**src/rtl/risc_toy_pkg.sv**
```systemverilog
// Shared opcode map, instruction field positions and decoded-control record.
// Imported by the ID/EX decoder and by ALU users.
package risc_toy_pkg;

  // instruction field bit positions
  localparam int OPC_HI   = 31;
  localparam int OPC_LO   = 27;
  localparam int RA_HI    = 26;
  localparam int RA_LO    = 22;
  localparam int RB_HI    = 21;
  localparam int RB_LO    = 17;
  localparam int RC_HI    = 16;
  localparam int RC_LO    = 12;
  localparam int I_BIT    = 5;
  localparam int SHAMT_HI = 4;
  localparam int SHAMT_LO = 0;
  localparam int COND_HI  = 2;
  localparam int COND_LO  = 0;
  localparam int IMM17_HI = 16;
  localparam int IMM22_HI = 21;

  // opcode map; ALU control equals the opcode value
  localparam logic [4:0] OP_ADDI = 5'd0;
  localparam logic [4:0] OP_ANDI = 5'd1;
  localparam logic [4:0] OP_ORI  = 5'd2;
  localparam logic [4:0] OP_MOVI = 5'd3;
  localparam logic [4:0] OP_ADD  = 5'd4;
  localparam logic [4:0] OP_SUB  = 5'd5;
  localparam logic [4:0] OP_NEG  = 5'd6;
  localparam logic [4:0] OP_NOT  = 5'd7;
  localparam logic [4:0] OP_AND  = 5'd8;
  localparam logic [4:0] OP_OR   = 5'd9;
  localparam logic [4:0] OP_XOR  = 5'd10;
  localparam logic [4:0] OP_LSR  = 5'd11;
  localparam logic [4:0] OP_ASR  = 5'd12;
  localparam logic [4:0] OP_SHL  = 5'd13;
  localparam logic [4:0] OP_ROR  = 5'd14;
  localparam logic [4:0] OP_BR   = 5'd15;
  localparam logic [4:0] OP_BRL  = 5'd16;
  localparam logic [4:0] OP_J    = 5'd17;
  localparam logic [4:0] OP_JL   = 5'd18;
  localparam logic [4:0] OP_LD   = 5'd19;
  localparam logic [4:0] OP_LDR  = 5'd20;
  localparam logic [4:0] OP_ST   = 5'd21;
  localparam logic [4:0] OP_STR  = 5'd22;
  localparam logic [4:0] OP_LAST = OP_STR;

  // unregistered decode result
  typedef struct packed {
    logic [4:0]  alu_ctrl;
    logic        legal;
    logic        reg_write;
    logic        mem_read;
    logic        mem_write;
    logic        is_branch;
    logic        is_jump;
    logic [31:0] imm;
    logic [4:0]  ra;
    logic [4:0]  rb;
    logic [4:0]  rc;
    logic        i;
    logic [4:0]  shamt;
    logic [2:0]  cond;
  } dec_t;

  function automatic logic [31:0] sext17(input logic [16:0] v);
    return {{15{v[16]}}, v};
  endfunction

  function automatic logic [31:0] sext22(input logic [21:0] v);
    return {{10{v[21]}}, v};
  endfunction

endpackage

```
**src/rtl/id_decode.sv**
```systemverilog
// Combinational instruction decode: opcode -> control bits, immediate
// selection/sign-extension and raw field extraction.
module id_decode
  import risc_toy_pkg::*;
(
  input  logic [31:0] i_instr,
  output dec_t        o_dec
);

  logic [4:0]  w_op;
  logic [31:0] w_imm17;
  logic [31:0] w_imm22;

  assign w_op    = i_instr[OPC_HI:OPC_LO];
  assign w_imm17 = sext17(i_instr[IMM17_HI:0]);
  assign w_imm22 = sext22(i_instr[IMM22_HI:0]);

  // opcode decode; fields pass through untouched
  always_comb begin
    o_dec           = '0;
    o_dec.alu_ctrl  = w_op;
    o_dec.legal     = (w_op <= OP_LAST);
    o_dec.ra        = i_instr[RA_HI:RA_LO];
    o_dec.rb        = i_instr[RB_HI:RB_LO];
    o_dec.rc        = i_instr[RC_HI:RC_LO];
    o_dec.i         = i_instr[I_BIT];
    o_dec.shamt     = i_instr[SHAMT_HI:SHAMT_LO];
    o_dec.cond      = i_instr[COND_HI:COND_LO];
    case (w_op)
      OP_ADDI, OP_ANDI, OP_ORI, OP_MOVI: begin
        o_dec.reg_write = 1'b1;
        o_dec.imm       = w_imm17;
      end
      OP_ADD, OP_SUB, OP_NEG, OP_NOT, OP_AND, OP_OR, OP_XOR,
      OP_LSR, OP_ASR, OP_SHL, OP_ROR: begin
        o_dec.reg_write = 1'b1;
      end
      OP_BR: begin
        o_dec.is_branch = 1'b1;
      end
      OP_BRL: begin
        o_dec.is_branch = 1'b1;
        o_dec.reg_write = 1'b1;
      end
      OP_J: begin
        o_dec.is_jump = 1'b1;
        o_dec.imm     = w_imm22;
      end
      OP_JL: begin
        o_dec.is_jump   = 1'b1;
        o_dec.reg_write = 1'b1;
        o_dec.imm       = w_imm22;
      end
      OP_LD: begin
        o_dec.reg_write = 1'b1;
        o_dec.mem_read  = 1'b1;
        o_dec.imm       = w_imm17;
      end
      OP_LDR: begin
        o_dec.reg_write = 1'b1;
        o_dec.mem_read  = 1'b1;
        o_dec.imm       = w_imm22;
      end
      OP_ST: begin
        o_dec.mem_write = 1'b1;
        o_dec.imm       = w_imm17;
      end
      OP_STR: begin
        o_dec.mem_write = 1'b1;
        o_dec.imm       = w_imm22;
      end
      default: ;
    endcase
  end

endmodule

```
**src/rtl/id_ex_decoder.sv**
```systemverilog
// ID/EX stage: combinational decode followed by one register stage.
// Edge priority is flush > stall > load; invalid or illegal instructions
// load as bubbles. Optional sticky illegal-opcode flag under macro
// IDEX_ILLEGAL_TRAP_EN (tied low when undefined).
module id_ex_decoder
  import risc_toy_pkg::*;
(
  input  logic        CLK,
  input  logic        RSTn,
  input  logic [31:0] instr,
  input  logic        in_valid,
  input  logic        stall,
  input  logic        flush,
  output logic [4:0]  alu_ctrl,
  output logic        i_out,
  output logic [4:0]  shamt_out,
  output logic [2:0]  cond_out,
  output logic [4:0]  ra_out,
  output logic [4:0]  rb_out,
  output logic [4:0]  rc_out,
  output logic [31:0] imm_out,
  output logic        valid_out,
  output logic        reg_write,
  output logic        mem_read,
  output logic        mem_write,
  output logic        is_branch,
  output logic        is_jump,
  output logic        illegal_flag
);

  dec_t w_dec;
  dec_t r_ex;
  logic r_valid;
  logic w_load;
  logic w_take;

  id_decode u_dec (
    .i_instr (instr),
    .o_dec   (w_dec)
  );

  assign w_load = !flush && !stall;
  assign w_take = in_valid && w_dec.legal;

  // EX register: flush clears control, stall holds, otherwise load
  always_ff @(posedge CLK or negedge RSTn) begin
    if (!RSTn) begin
      r_ex    <= '0;
      r_valid <= 1'b0;
    end else if (flush) begin
      r_valid          <= 1'b0;
      r_ex.reg_write   <= 1'b0;
      r_ex.mem_read    <= 1'b0;
      r_ex.mem_write   <= 1'b0;
      r_ex.is_branch   <= 1'b0;
      r_ex.is_jump     <= 1'b0;
    end else if (!stall) begin
      // data fields always load; control bits only for a real, legal op
      r_ex           <= w_dec;
      r_valid        <= w_take;
      r_ex.reg_write <= w_dec.reg_write & w_take;
      r_ex.mem_read  <= w_dec.mem_read  & w_take;
      r_ex.mem_write <= w_dec.mem_write & w_take;
      r_ex.is_branch <= w_dec.is_branch & w_take;
      r_ex.is_jump   <= w_dec.is_jump   & w_take;
    end
  end

`ifdef IDEX_ILLEGAL_TRAP_EN
  logic r_illegal;

  // sticky trap: set on an accepted illegal opcode, cleared only by reset
  always_ff @(posedge CLK or negedge RSTn) begin
    if (!RSTn)
      r_illegal <= 1'b0;
    else if (w_load && in_valid && !w_dec.legal)
      r_illegal <= 1'b1;
  end

  assign illegal_flag = r_illegal;
`else
  assign illegal_flag = 1'b0;
`endif

  assign alu_ctrl  = r_ex.alu_ctrl;
  assign i_out     = r_ex.i;
  assign shamt_out = r_ex.shamt;
  assign cond_out  = r_ex.cond;
  assign ra_out    = r_ex.ra;
  assign rb_out    = r_ex.rb;
  assign rc_out    = r_ex.rc;
  assign imm_out   = r_ex.imm;
  assign valid_out = r_valid;
  assign reg_write = r_ex.reg_write;
  assign mem_read  = r_ex.mem_read;
  assign mem_write = r_ex.mem_write;
  assign is_branch = r_ex.is_branch;
  assign is_jump   = r_ex.is_jump;

endmodule

```
**config.mk**
```make
export PLATFORM = sky130hd
export DESIGN_NAME = id_ex_decoder
export DESIGN_NICKNAME = d
export VERILOG_FILES = /design/src/rtl/risc_toy_pkg.sv /design/src/rtl/id_decode.sv /design/src/rtl/id_ex_decoder.sv
export SDC_FILE = /design/constraint.sdc
export NUM_CORES = 1
export LEC_CHECK = 0
export BUFFER_PORTS_ARGS = -buffer_cell sky130_fd_sc_hd__buf_4
export CORE_UTILIZATION = 47
export DETAILED_ROUTE_END_ITERATION = 6
export PLACE_DENSITY = 0.8
export SYNTH_ARGS = -nofsm -noshare
export SYNTH_HDL_FRONTEND = slang
export SYNTH_SLANG_ARGS = --single-unit
```
**constraint.sdc**
```tcl
create_clock -name CLK -period 0.9 [get_ports CLK]
set_clock_uncertainty 0.15 [all_clocks]
set_input_delay 0.09 -clock CLK [delete_from_list [all_inputs] [get_ports CLK]]
set_output_delay 0.09 -clock CLK [all_outputs]
set_load 0.01 [all_outputs]
```
==> results of run 1 <==
registers in the layout, summed over array words and instances (netlist names):
name / cells
rc_out: 5
valid_out: 1
mem_read: 1
i_out: 1
shamt_out: 5
is_jump: 1
rb_out: 5
alu_ctrl: 5
imm_out: 22
reg_write: 1
mem_write: 1
ra_out: 5
is_branch: 1
placed cells by master (no fill, tap or decap), types with 2 or more instances in the layout:
cell	count
nand2_1	95
buf_4	82
buf_6	69
dfrtp_1	53
dlygate4sd3_1	28
nand2_2	16
o21ai_2	14
o21ai_1	9
clkbuf_8	6
a21oi_1	4
a21oi_2	4
nand3b_4	3
a32oi_1	3
nor2_1	3
buf_12	3
nand4_1	2
and3_4	2
nand4b_1	2
nand2_4	2
buf_8	2
final cells by class:
class,instances,share of cell area
Timing Repair Buffer,185,0.4115
Sequential cell,54,0.3113
Clock inverter,2,0.002879
Inverter,1,0.0008638
Clock buffer,6,0.01900
Tap cell,67,0.01929
Multi-Input combinational cell,177,0.2352
cell usage after synthesis, types with 3 or more instances:
cell type | n | share of area
a21oi_1 | 8 | 0.017
nand2_1 | 113 | 0.18
nor2_1 | 4 | 0.0064
o21ai_1 | 22 | 0.047
clkbuf_1 | 6 | 0.0095
buf_2 | 8 | 0.017
dfrtp_1 | 54 | 0.57
a32oi_1 | 3 | 0.011
buf_4 | 16 | 0.051
path summary, 6_finish.rpt:
kind / start / to / slack (ns) / depth (start not counted)
worst max-delay path: imm_out[30] / imm_out[21] / -0.30 / 1
worst min-delay path: instr[17] / rb_out[0] / -0.14 / 3
worst max register to register: imm_out[1] / imm_out[1] / -0.15 / 4
worst min register to register: ra_out[2] / ra_out[2] / 0.35 / 2
max in group asynchronous: RSTn / imm_out[30] / 0.19 / 3
min in group asynchronous: RSTn / valid_out / 0.15 / 3
report_power, final:
part           switching, mW  leakage (nW)  internal [mW]
sequential             0.223         0.698           2.67
combinational          0.848          1.47           1.16
clock                  0.783        0.0472          0.620
total                   1.85          2.22           4.45
layer usage:
metal,GRT usage,routed length [microns],vias up
li1,-,-,1149
met1,0.3208,3079,1288
met2,0.5109,4529,126
met3,0.04144,431,23
met4,0.09804,180,0
met5,0,0,-
repair_timing:
item / CTS / global route
cloned: 2 / 1
pin swaps: 19 / 12
hold endpoints to repair: 105 / 8
gates resized for setup: 75 / 43
endpoints found under the setup margin: 90 / 104
buffers inserted: 18 / 18
per-stage QoR:
stage          TNS (ns)  std cells  total power, mW    util
6_report         -17.13        492            6.305  0.9080
3_3_place_gp     -17.17        421            4.158  0.6797
2_1_floorplan    -10.80        260            3.503       -
4_1_cts          -15.07        478            6.015  0.8536
3_5_place_dp     -18.02        421            4.204  0.6797
5_1_grt          -19.31        492            6.540  0.9080
cells by family (layout without fill, tap and decap cells):
kind of cell / after synthesis / after routing / share of synthesized area
buf+inv: 31 / 194 / 0.07905
mux: 1 / 1 / 0.004774
other cells: 1 / 1 / 0.001590
simple gates: 133 / 135 / 0.2424
flops: 54 / 54 / 0.5729
compound gates: 39 / 39 / 0.09550
xor+xnor: 1 / 1 / 0.003714
==> impl_results.md, run 1 <==
- Buf/Inv on CP: 1
- I/O Buffers: 103
- CTS tree: built
- H-tree levels: 2
- Vias in the first global route: 2,398
- Core Region: 4786 sq um
- Status: finished, violations left
- Max Cap Viol: 0
- DRT iter0 DRCs: 192
- Worst skew pair latency: 0.30 ns
- Hold WC Path Type: input pin to flip-flop
- Cell leakage power: between 2 and 2.5 nW
- Cell area after layout: around 4300 sq um
- Pre-CTS WS: -0.5042 ns
- Syn Inst Count: 260
- Critical path type: flip-flop to primary output
- Die footprint: 5306 sq um
- Hold slack: -0.1420 ns
- Main flop type after synthesis: dfrtp_1
- Fillers: 202
- Total grt overflow: 0
- Worst setup margin: -0.3005 ns
- Remaining antenna violation count after routing: 0
- Mean routed wirelength per cell: 16.71 microns
- DP Area: between 3000 and 4000 sq um
- Tcrit/Tclk final: 1.334
- # diodes: 0
- Initial core utilization: 0.4928
- Syn Area/Cell: 9.071 sq um
- Ports: 105
- Seq/Total Area, Yosys: 0.5729
- Final Hold Vio Count: 9
- Post-CTS Hold Fix Bufs: 29
- Synth Net Count: 297
- First-pass GRT wire length: 11,030 microns
- CP max stage delay: 0.49 ns
- Post-Syn Area: roughly 2400 sq um
- Final count of pins violating max slew: 0
- Nets: about 460
- CTS buffer count: 5
- HPWL after DPL: 4060 microns
- RSZ-0062 raised after global routing: yes
- CP Max Fanout: 12
- Total GRT Usage: 0.2749
- Total wire length: 8221 microns
- Peak VDD IR: 0.7974 mV
- Yosys warning total: 0
- CP endpoint kind: primary output
- Critical path data arrival time: around 0.96 ns
- Failing checks: hold timing, setup timing
- Reg clk slew, reported paths: 0.09 ns
- Clk sinks: 54
- Largest net degree at the start of global routing: 55
- Area delta synth->final: 84.24%
- # DRC: 0
- Row count: 25
- Synth Register Bits: 54
- Fmax: approximately 830 MHz
- Die X: 72.84 microns
- Initial antenna violation count: 0
- Die height: 72.84 microns
- Max Root-Sink Buffers: 2
- Async set-or-reset flop fraction in the synthesized netlist: 1.000
- Critical Path RT: 0.66 ns
- CP max-delay cell: dfrtp_2
- Post-synth EDFFs: 0
- Vias: between 2,000 and 3,000
- GP Congestion: 0.7633
- CP Cell Sequence: buf_4
- Final Setup Violations: between 90 and 100
- Tmin final: 1.200 ns
- Power density over the cells: 1451 nW/um^2
- Multi-input gate area: 1022 sq um
- Sequential cell area: 1353 sq um
- Root buffer cell: clkbuf_8
- Setup crit start kind: flip-flop
- CP top delay family: flip-flops
- Vias per cell: between 5 and 6
- Unique cell type count in the Yosys netlist: 30
- Drt pass-1 iters: 4
- Fraction of layout cells with a size suffix above 1: 0.5106
No activity file was read; power rests on OpenSTA's default activity.
==> run 2, diff against run 1 <==
--- a/config.mk
+++ b/config.mk
@@ -6,9 +6,10 @@
 export NUM_CORES = 1
 export LEC_CHECK = 0
 export BUFFER_PORTS_ARGS = -buffer_cell sky130_fd_sc_hd__buf_4
-export CORE_UTILIZATION = 47
+export CORE_UTILIZATION = 50
 export DETAILED_ROUTE_END_ITERATION = 6
-export PLACE_DENSITY = 0.8
+export PLACE_DENSITY = 0.79
 export SYNTH_ARGS = -nofsm -noshare
 export SYNTH_HDL_FRONTEND = slang
+export SYNTH_HIERARCHICAL = 1
 export SYNTH_SLANG_ARGS = --single-unit
==> run 2 against run 1 <==
Critical path depth rose by 1. Non-clock buffer count rose by 12. The run still ends with hold timing, setup timing left. Maximum frequency fell by 5.5%. First-iteration DRC count fell by 54%. Final cell count fell by 0.81%. Sequential power rose by 28%. Sequential cell count rose by 13. Synthesized area rose by 39%.
==> impl_results.md, run 2 <==
- Cell area after layout: 5522 sq um (was 4345 sq um)
- Async set-or-reset flop fraction in the synthesized netlist: 1.000 (unchanged)
- First-pass GRT wire length: 14,430 microns (was 11,030 microns)
- Flop pwr share: 0.387 (was 0.459)
- Share of the synthesized area in the top cell type: 0.5115 (was 0.5729)
- Post-Syn Area: 3278 sq um (was 2359 sq um)
- Ports: 105 (unchanged)
- Die footprint: 6884 sq um (was 5306 sq um)
- Pre-CTS WS: -0.7298 ns (was -0.5042 ns)
- Yosys warning total: 6 (was 0)
- Critical path type: flip-flop to primary output (unchanged)
- Hold slack: -0.1771 ns (was -0.1420 ns)
- Root buffer cell: clkbuf_8 (unchanged)
- Failing checks: hold timing, setup timing (unchanged)
- Synth Net Count: 287 (was 297)
- GP Congestion: 0.7766 (was 0.7633)
- Setup_tns: -26.83 ns (was -17.13 ns)
- # DRC: 0 (unchanged)
- DP Area: 4310 sq um (was 3253 sq um)
- Power density over the cells: 1731 nW/um^2 (was 1451 nW/um^2)
- Switching Share: 0.2742 (was 0.2942)
- Initial antenna violation count: 0 (unchanged)
- Tcrit/Tclk final: 1.412 (was 1.334)
- Final Hold Vio Count: 52 (was 9)
- Clk sinks: 67 (was 54)
- Seq/Total Area, Yosys: 0.5115 (was 0.5729)
- Cell taking the most area after synthesis: dfrtp_1 (unchanged)
- Final count of pins violating max slew: 0 (unchanged)
- Vias per cell: 5.336 (was 5.256)
- Nets: 443 (was 461)
- Int Pwr: 6.938 mW (was 4.451 mW)
- Total wire length: 10,710 microns (was 8221 microns)
- Most frequent cells after synthesis: dfrtp_1, mux2_2, buf_4, and2_1, a21oi_1 (was nand2_1, dfrtp_1, o21ai_1, buf_4)
- Die height: 82.97 microns (was 72.84 microns)
- HPWL after DPL: 5086 microns (was 4060 microns)
- Final Setup Violations: 134 (was 96)
- Total GRT Usage: 0.2713 (was 0.2749)
- Tmin final: 1.271 ns (was 1.200 ns)
- Vias: 2,604 (was 2,586)
- Post-synth EDFFs: 0 (unchanged)
- Fraction of layout cells with a size suffix above 1: 0.7518 (was 0.5106)
- Max reg flops: 32 (was 22)
- Fmax: 786.9 MHz (was 833.0 MHz)
- Largest net degree at the start of global routing: 34 (was 55)
- Syn Inst Count: 250 (was 260)
- Synth top area cells: dfrtp_1, mux2_2, buf_4 (was dfrtp_1, nand2_1, buf_4)
- Remaining antenna violation count after routing: 0 (unchanged)
- RSZ-0062 raised after global routing: yes (unchanged)
- Post-CTS Hold Fix Bufs: 1 (was 29)
- CTS tree: built (unchanged)
- Synth Register Bits: 67 (was 54)
- Most common cell in the netlist: dfrtp_1 (was nand2_1)
- DRT iter0 DRCs: 88 (was 192)
- Max Cap Viol: 0 (unchanged)
- CP endpoint kind: primary output (unchanged)
- I/O Buffers: 103 (unchanged)
- CP Max Fanout: 2 (was 12)
- Area delta synth->final: 68.44% (was 84.24%)
- Pwr Total: 9.559 mW (was 6.305 mW)
- Worst setup margin: -0.3708 ns (was -0.3005 ns)
- Max Root-Sink Buffers: 2 (unchanged)
- Die X: 82.97 microns (was 72.84 microns)
- Main flop type after synthesis: dfrtp_1 (unchanged)
- Cell leakage power: 2.768 nW (was 2.218 nW)
- Reg clk slew, reported paths: 0.09 ns (about the same)
- Vias in the first global route: 2,744 (was 2,398)
- Hold WC Path Type: input pin to flip-flop (unchanged)
- Peak VDD IR: 1.665 mV (was 0.7974 mV)
- Status: finished, violations left (unchanged)
- Unique cell type count in the Yosys netlist: 33 (was 30)
- # diodes: 0 (unchanged)
- Drt pass-1 iters: 4 (unchanged)
- Total grt overflow: 0 (unchanged)
- Switching power: 2.621 mW (was 1.855 mW)
- Mean routed wirelength per cell: 21.94 microns (was 16.71 microns)
- H-tree levels: 3 (was 2)
- Core Region: 6350 sq um (was 4786 sq um)
- Syn Area/Cell: 13.11 sq um (was 9.071 sq um)
- Comb pwr share: 0.320 (was 0.319)
- Critical path data arrival time: 1.03 ns (was 0.96 ns)
- Initial core utilization: 0.5163 (was 0.4928)
- Fillers: 267 (was 202)
- Critical Path RT: 0.66 ns (about the same)
- Commonest non-fill, non-tap cell in the layout: buf_6 (was nand2_1)
- Row count: 29 (was 25)
- Commonest cells after routing, fill and taps aside: buf_6, buf_4, dfrtp_1 (was nand2_1, buf_4, buf_6)
- CTS buffer count: 9 (was 5)
- Setup crit start kind: flip-flop (unchanged)
- Clk network pwr share: 0.292 (was 0.223)
- Worst skew pair latency: 0.33 ns (was 0.30 ns)
## run 2: cell types whose count changed in the layout (fill, tap and decap cells not counted), moves of 8 or more
cell           delta
and2_4           +16
nand2_2          -14
buf_4             -8
buf_6            +43
o21ai_2          -13
dlygate4sd3_1    -27
dfrtp_1          +14
mux2_4           +59
o21ai_1           -9
nand2_1          -90
## run 2: metrics by stage
| stage | utilization | instances | hold slack, ns |
|---|---|---|---|
| 6_report | 0.8696 | 488 | -0.1771 |
| 5_1_grt | 0.8696 | 488 | -0.1763 |
| 4_1_cts | 0.8386 | 480 | -0.1786 |
| 3_5_place_dp | 0.6788 | 418 | -0.2430 |
| 3_3_place_gp | 0.6788 | 418 | -0.2423 |
| 2_1_floorplan | - | 250 | -0.3556 |
## run 2: power groups by stage
stage | combinational (mW) | clock (mW) | sequential [mW]
after detailed placement | 2.05 | 0 | 3.63
final | 3.06 | 2.79 | 3.70
after CTS | 2.78 | 2.74 | 3.63
after floorplan | 0.949 | 0 | 3.77
after global placement | 2.00 | 0 | 3.62
after global routing | 3.19 | 2.93 | 3.73
## run 2: kinds of logic (layout without fill, tap and decap cells)
logic type,after synthesis,after routing,synth area share
flip-flops,67,67,0.5115
multiplexers,61,61,0.2164
buffers and inverters,53,214,0.1271
AND/OR/NAND/NOR,45,45,0.09581
AO/OA/AOI/OAI,22,22,0.04542
other,1,1,0.001144
XOR/XNOR,1,1,0.002672
## run 2: final timing paths
check | end | depth (start not counted) | start | slack (ns)
setup / recovery | imm_out[16] | 2 | imm_out[16] | -0.37
max in group asynchronous | imm_out[21] | 3 | RSTn | 0.25
hold reg to reg | imm_out[21] | 1 | imm_out[21] | 0.39
min in group asynchronous | imm_out[9] | 2 | RSTn | -0.05
setup reg to reg | imm_out[16] | 3 | imm_out[16] | -0.33
hold / removal | ra_out[0] | 2 | instr[22] | -0.18
## run 2: what timing repair did
item                                    in CTS  in global routing
pin swaps                                   11                 13
endpoints found under the hold margin      122                 55
endpoints found under the setup margin     134                134
cloned                                       1                  0
buffers inserted                            44                 14
resized for setup                          125                 39
## run 2: final cells by class
cell class              instances  area, sq um  share of cell area
repair buffers                197         2017              0.3653
flip-flops and latches         67         1677              0.3036
multi-input cells             130         1519              0.2751
clock buffers                  11        131.4             0.02379
well taps                      77        96.34             0.01745
clock inverters                 5        77.57             0.01405
inverters                       1        3.754           0.0006798
## run 2: routing by layer
metal,up-vias,track usage,part of all wire
met5,-,0,0
met4,0,0.1160,0.051
met3,42,0.04970,0.042
met2,114,0.4866,0.53
met1,1320,0.3169,0.37
li1,1128,-,-
## run 2: critical path: stages (launching register included)
cell and delay, ns:
dfrtp_1 0.43, buf_6 0.14, buf_6 0.11
